==> src/rtl/timing_pkg.sv <==
// Shared constants for the seconds/minutes timing generator and its counters.
package timing_pkg;

  localparam int DEFAULT_CLOCKS_PER_SECOND  = 256;
  localparam int DEFAULT_SECONDS_PER_MINUTE = 60;

  localparam int MIN_MODULUS            = 2;
  localparam int MAX_CLOCKS_PER_SECOND  = 2 ** 24;
  localparam int MAX_SECONDS_PER_MINUTE = 255;

endpackage

==> src/rtl/mod_counter.sv <==
// Modulo-N counter with enable; terminal flags the enabled cycle that wraps to 0.
module mod_counter
  import timing_pkg::*;
#(
    parameter int MODULUS = 2
) (
    input  logic                       clk,
    input  logic                       reset,
    input  logic                       enable,
    output logic [$clog2(MODULUS)-1:0] count,
    output logic                       terminal
);

    localparam int W = $clog2(MODULUS);
    localparam logic [W-1:0] LAST = W'(MODULUS - 1);

    if (MODULUS < MIN_MODULUS) begin : g_bad_modulus
        $error("mod_counter: MODULUS must be at least 2");
    end

    assign terminal = enable && (count == LAST);

    // NOTE: non-blocking updates so every flop samples pre-edge values of its peers.
    always_ff @(posedge clk) begin
        if (reset) begin
            count <= '0;
        end else if (terminal) begin
            count <= '0;
        end else if (enable) begin
            count <= count + 1'b1;
        end
    end

endmodule

==> src/rtl/timing_generator.sv <==
// Derives registered one-cycle one_second / one_minute pulses from clk via two chained modulo counters.
module timing_generator
  import timing_pkg::*;
#(
    parameter int CLOCKS_PER_SECOND  = DEFAULT_CLOCKS_PER_SECOND,
    parameter int SECONDS_PER_MINUTE = DEFAULT_SECONDS_PER_MINUTE
) (
    input  logic clk,
    input  logic reset,
    output logic one_second,
    output logic one_minute
);

    localparam int PRESC_W = $clog2(CLOCKS_PER_SECOND);
    localparam int SEC_W   = $clog2(SECONDS_PER_MINUTE);

    if (CLOCKS_PER_SECOND < MIN_MODULUS || CLOCKS_PER_SECOND > MAX_CLOCKS_PER_SECOND) begin : g_bad_cps
        $error("timing_generator: CLOCKS_PER_SECOND must be in 2..2**24");
    end
    if (SECONDS_PER_MINUTE < MIN_MODULUS || SECONDS_PER_MINUTE > MAX_SECONDS_PER_MINUTE) begin : g_bad_spm
        $error("timing_generator: SECONDS_PER_MINUTE must be in 2..255");
    end

    // Pulses are registered one cycle early so they line up with the counters' terminal cycle.
    localparam logic [PRESC_W-1:0] PRESC_PENULT = PRESC_W'(CLOCKS_PER_SECOND - 2);
    localparam logic [SEC_W-1:0]   SEC_LAST     = SEC_W'(SECONDS_PER_MINUTE - 1);

    logic [PRESC_W-1:0] presc_count;
    logic [SEC_W-1:0]   sec_count;
    logic               presc_terminal;
    logic               sec_terminal;
    logic               second_next;
    logic               minute_next;

    mod_counter #(.MODULUS(CLOCKS_PER_SECOND)) u_prescaler (
        .clk      (clk),
        .reset    (reset),
        .enable   (1'b1),
        .count    (presc_count),
        .terminal (presc_terminal)
    );

    mod_counter #(.MODULUS(SECONDS_PER_MINUTE)) u_seconds (
        .clk      (clk),
        .reset    (reset),
        .enable   (presc_terminal),
        .count    (sec_count),
        .terminal (sec_terminal)
    );

    assign second_next = (presc_count == PRESC_PENULT);
    assign minute_next = second_next && (sec_count == SEC_LAST);

    always_ff @(posedge clk) begin
        if (reset) begin
            one_second <= 1'b0;
            one_minute <= 1'b0;
        end else begin
            one_second <= second_next;
            one_minute <= minute_next;
        end
    end

    // The early-registered pulses must always agree with the counters' own terminal flags.
    always_ff @(posedge clk) begin
        if (!reset) begin
            assert (one_second == presc_terminal);
            assert (one_minute == sec_terminal);
        end
    end

endmodule

==> config.mk <==
export PLATFORM = sky130hd
export DESIGN_NAME = timing_generator
export DESIGN_NICKNAME = d
export VERILOG_FILES = /design/src/rtl/timing_pkg.sv /design/src/rtl/mod_counter.sv /design/src/rtl/timing_generator.sv
export SDC_FILE = /design/constraint.sdc
export NUM_CORES = 1
export LEC_CHECK = 0
export ABC_AREA = 1
export BUFFER_PORTS_ARGS = -buffer_cell sky130_fd_sc_hd__buf_4
export CORE_MARGIN = 8
export CORE_UTILIZATION = 51
export CTS_BUF_LIST = sky130_fd_sc_hd__clkbuf_16
export CTS_CLUSTER_DIAMETER = 150
export DETAILED_ROUTE_END_ITERATION = 10
export GPL_ROUTABILITY_DRIVEN = 1
export GPL_TIMING_DRIVEN = 1
export PLACE_DENSITY = 0.71
export RECOVER_POWER = 100
export SYNTH_ARGS = -nofsm -noshare
export SYNTH_HDL_FRONTEND = slang
export SYNTH_SLANG_ARGS = --single-unit
export TNS_END_PERCENT = 10
==> constraint.sdc <==
create_clock -name clk -period 1.3 [get_ports clk]
set_input_delay 0.065 -clock clk [delete_from_list [all_inputs] [get_ports clk]]
set_output_delay 0.065 -clock clk [all_outputs]
set_load 0.005 [all_outputs]
==> impl.org <==
** Global routing
- Pin count of the biggest net entering global routing :: 10
- The number of antenna violations at the first check in global routing is 0.
- Total grt overflow :: 0
- First-pass GRT wire length :: 2440 um
- Vias in the first global route :: 596
- Global routing used 11.2% of the available tracks.

** Logic synthesis
- After technology mapping, the gate count stands at 101.
- Flip-flop cell with the highest count after synthesis :: sky130_fd_sc_hd__dfxtp_1
- Register area share after synthesis :: 41.3%
- Yosys mapped a number of flops with a built-in enable equal to 0.
- Summed over its instances, the top area cell type makes up 41.3% of the synthesized netlist area.
- Cell type with the largest total area after synthesis :: sky130_fd_sc_hd__dfxtp_1
- The netlist uses 24 different library cells.
- The synthesized design contains 16 register bits.
- Yosys instantiated no cell more often than sky130_fd_sc_hd__nand2_1.
- Top post-synthesis cells by count :: 24 x sky130_fd_sc_hd__nand2_1, 16 x sky130_fd_sc_hd__dfxtp_1, 16 x sky130_fd_sc_hd__inv_1
- Proportion of register bits with asynchronous set or reset after synthesis :: 0%
- By area the synthesized netlist is led by sky130_fd_sc_hd__dfxtp_1 41%, sky130_fd_sc_hd__nand2_1 12%, sky130_fd_sc_hd__inv_1 7.7%, sky130_fd_sc_hd__ha_1 4.8%, sky130_fd_sc_hd__nand3_1 3.9%.
- Summing every instance area after synthesis gives 776 sq um.
- After synthesis, the mean cell area works out to 7.68 sq um.
- For this run, the number of Yosys warnings is 0.
- Post-synth net total :: 106

** Clock tree
- The clock drives 16 sinks.
- Inserted Clock Buffers :: 3
- H-tree lvl count :: 1
- Root buffer cell :: sky130_fd_sc_hd__clkbuf_16
- TritonCTS built the clock tree.
- For the worst-skew pair, the clock arrives at the later sink with an insertion delay of 0.24 ns.
- After clock tree synthesis, the clock-pin slew on the worst setup and hold paths is 0.05 ns.
- Counting along the longest clock path gives a buffer depth of 2.

** Cells and area
- Number of inserted diodes :: 0
- After routing the design area is 987 sq um.
- The count of cells in the finished layout, fillers not included, comes to 131.
- Net total in the final layout :: 121
- Relative area change from synthesis to final layout :: 27.3%
- For this run, the share of the core covered by cells in the final layout is 67.1%.
- Of the cells placed in the final design, the portion with a size suffix greater than 1 is 23.5%.

** Setup path
- Delay of the slowest cell on the worst path :: between 0.3 and 0.4 ns
- CP Data Arrival Time :: 1.41 ns
- Traced cell by cell, the critical path runs through ha_4 > nand2_2 > nor2_4 > nand2_4 > nand2_8 > buf_12 > nor3b_2.
- For this design, the slowest cell found on the critical path is sky130_fd_sc_hd__dfxtp_4.
- STA classifies the critical path endpoint as a flop.
- At the worst endpoint, the required time is ~1.5 ns.
- Register-to-Register Setup Slack :: 0.05 ns
- The worst setup path is launched from a flop.
- The setup path with the least slack is of type flop to flop.
- In this run the worst path has a maximum fanout of 7.

** Status
- The flow ran to the end, and the final reports show no timing, DRC or antenna violations.

** Routing
- Routed vias :: 640
- After detailed routing, the number of remaining DRC violations is 0.
- In this run, the number of DRC markers left after iteration 0 of detailed routing was 7.
- After detailed routing, the total wire length is 1420 um.
- The detail route stage leaves a number of antenna-violating nets equal to 0.
- In the final routed layout, each cell accounts on average for roughly 11 um.
- The pre-antenna-repair detailed-routing pass consisted of 4 iterations.
- Dividing the detail-routed via count by the number of cells gives a little under 5.

** Timing
- On the final layout, the worst clock skew is 0.00606 ns.
- For the final routed database, the setup TNS stands at 0 ns.
- RSZ-0062 raised after global routing :: true
- Relative slew margins :: 82.7%
- Setup violations remaining at the end of the flow were counted as 0.
- For this run, the top clock speed supported by timing is 0.803 GHz.
- Subtracting the final worst setup slack from the clock period gives 1.25 ns.
- After layout, the worst path uses 95.8% of the clock period.
- Hold violation total from the final report :: 0
- The max-slew violation total from the final report is 0.
- Transition at the pin with the smallest max-transition slack :: 0.260 ns

** Min path
- The min-delay analysis places its worst path in the category flop to flop.

** Floorplan
- Die Area :: between 0.003 and 0.004 sq mm
- Once the floorplan was initialized, standard cells occupied 52.7% of the core.
- Height of the die :: 55 um
- Core outline area :: roughly 0.0015 sq mm
- For this design the top-level I/O count stands at 4.
- The initialized floorplan defines 14 standard-cell rows.
- Die X :: 55 um

** Power and ir drop
- VDD sags by at most between 0.6 and 0.7 mV.
- Leak Pwr :: 0.000465 uW
- Dividing total power by cell area gives a power density of 1160 mW/mm^2.

** Place
- Cell total after placement :: 122
- Detailed placement finished with a half-perimeter wire length of 971 um.
- In this run the cell area measured after placement is about 830 sq um.
- Port buffer count :: 3
- Routability congestion estimate :: 0.813

** Run
- The tool flagged a number of max-cap violations equal to 0.
-- per-layer routing --
metal,share of wire (%),vias to the layer above,GRT usage [%],wire length (um)
met3,2.5,4,3.21,36
met4,2.0,0,7.20,28
met5,0,-,0,0
met2,49,9,18.5,703
li1,-,348,-,-
met1,46,279,12.3,654
-- logic make-up after synthesis --
group | share of synthesized area, %
simple gates | 37.7
buf+inv | 9.84
flops | 41.3
compound gates | 5.16
fa+ha+maj | 4.84
xor+xnor | 1.13
-- critical path, delay by kind of cell, from the launching register on --
kind / cells / cell delay (ns)
adder cells (fa/ha/maj): 1 / 0.16
AND/OR/NAND/NOR: 5 / 0.51
buffers and inverters: 1 / 0.14
flip-flops: 1 / 0.35
-- final cells by class --
| type | instances | area, sq um |
|---|---|---|
| fill | 118 | 484 |
| multi-input combinational | 66 | 397 |
| sequential | 16 | 325 |
| timing repair buffer | 10 | 90.1 |
| inverter | 19 | 76.3 |
| clock buffer | 3 | 75.1 |
| tap | 16 | 20.0 |
| clock inverter | 1 | 3.75 |
-- metrics by stage --
stage / hold slack (ns) / setup WS (ns) / total power (uW)
final: 0.467 / 0.0546 / 1150
after global routing: 0.492 / -0.0466 / 1190
after CTS: 0.471 / 0.0203 / 1160
after detailed placement: 0.244 / -0.0311 / 554
after global placement: 0.245 / 0.0159 / 552
after floorplan: 0.137 / 0.0692 / 539
-- cells in the final DEF (no fill, tap or decap) --
cell,n
sky130_fd_sc_hd__o21ai_1,2
sky130_fd_sc_hd__buf_4,6
sky130_fd_sc_hd__ha_1,2
sky130_fd_sc_hd__inv_2,2
sky130_fd_sc_hd__nor3b_2,1
sky130_fd_sc_hd__nand2_8,1
sky130_fd_sc_hd__clkbuf_16,3
sky130_fd_sc_hd__buf_12,1
sky130_fd_sc_hd__clkinv_4,1
sky130_fd_sc_hd__nand2_4,2
sky130_fd_sc_hd__nor2_1,6
sky130_fd_sc_hd__clkbuf_4,2
sky130_fd_sc_hd__nand2_1,24
sky130_fd_sc_hd__a21oi_1,5
sky130_fd_sc_hd__and3_1,1
sky130_fd_sc_hd__ha_4,1
sky130_fd_sc_hd__xnor2_1,1
sky130_fd_sc_hd__clkinv_1,1
sky130_fd_sc_hd__inv_1,16
sky130_fd_sc_hd__dfxtp_2,1
sky130_fd_sc_hd__nand3b_1,1
sky130_fd_sc_hd__nor3_1,2
sky130_fd_sc_hd__dfxtp_4,1
sky130_fd_sc_hd__or2_0,1
sky130_fd_sc_hd__nor2_2,1
sky130_fd_sc_hd__nand3_2,1
sky130_fd_sc_hd__dlygate4sd3_1,1
sky130_fd_sc_hd__nand2_2,1
sky130_fd_sc_hd__nand3_1,6
sky130_fd_sc_hd__nand4_1,4
sky130_fd_sc_hd__dfxtp_1,14
sky130_fd_sc_hd__nor2_4,2
sky130_fd_sc_hd__o21ai_0,1
-- final timing paths --
path	start	to	depth (start not counted)
worst max-delay path	u_prescaler.count[1]	u_prescaler.count[3]	7
worst min-delay path	u_prescaler.count[5]	u_prescaler.count[5]	2
worst max register to register	u_prescaler.count[1]	u_prescaler.count[3]	7
worst min register to register	u_prescaler.count[5]	u_prescaler.count[5]	2
-- flip-flops by register name, indices dropped and copies added, names as in the netlist --
register	count
one_minute	1
one_second	1
u_prescaler.count	8
u_seconds.count	6
-- report_power, final --
| group | switching (uW) | internal [uW] |
|---|---|---|
| Clock | 180 | 407 |
| Combinational | 24.0 | 26.2 |
| Sequential | 9.44 | 500 |
| Total | 214 | 934 |
-- repair_timing --
action,CTS,global route
pin swaps,3,2
setup buffers,4,0
hold buffers,1,0
endpoints found under the setup margin,6,13
resized for setup,3,3
endpoints found under the hold margin,2,0
(Power assumes the default switching activity.)
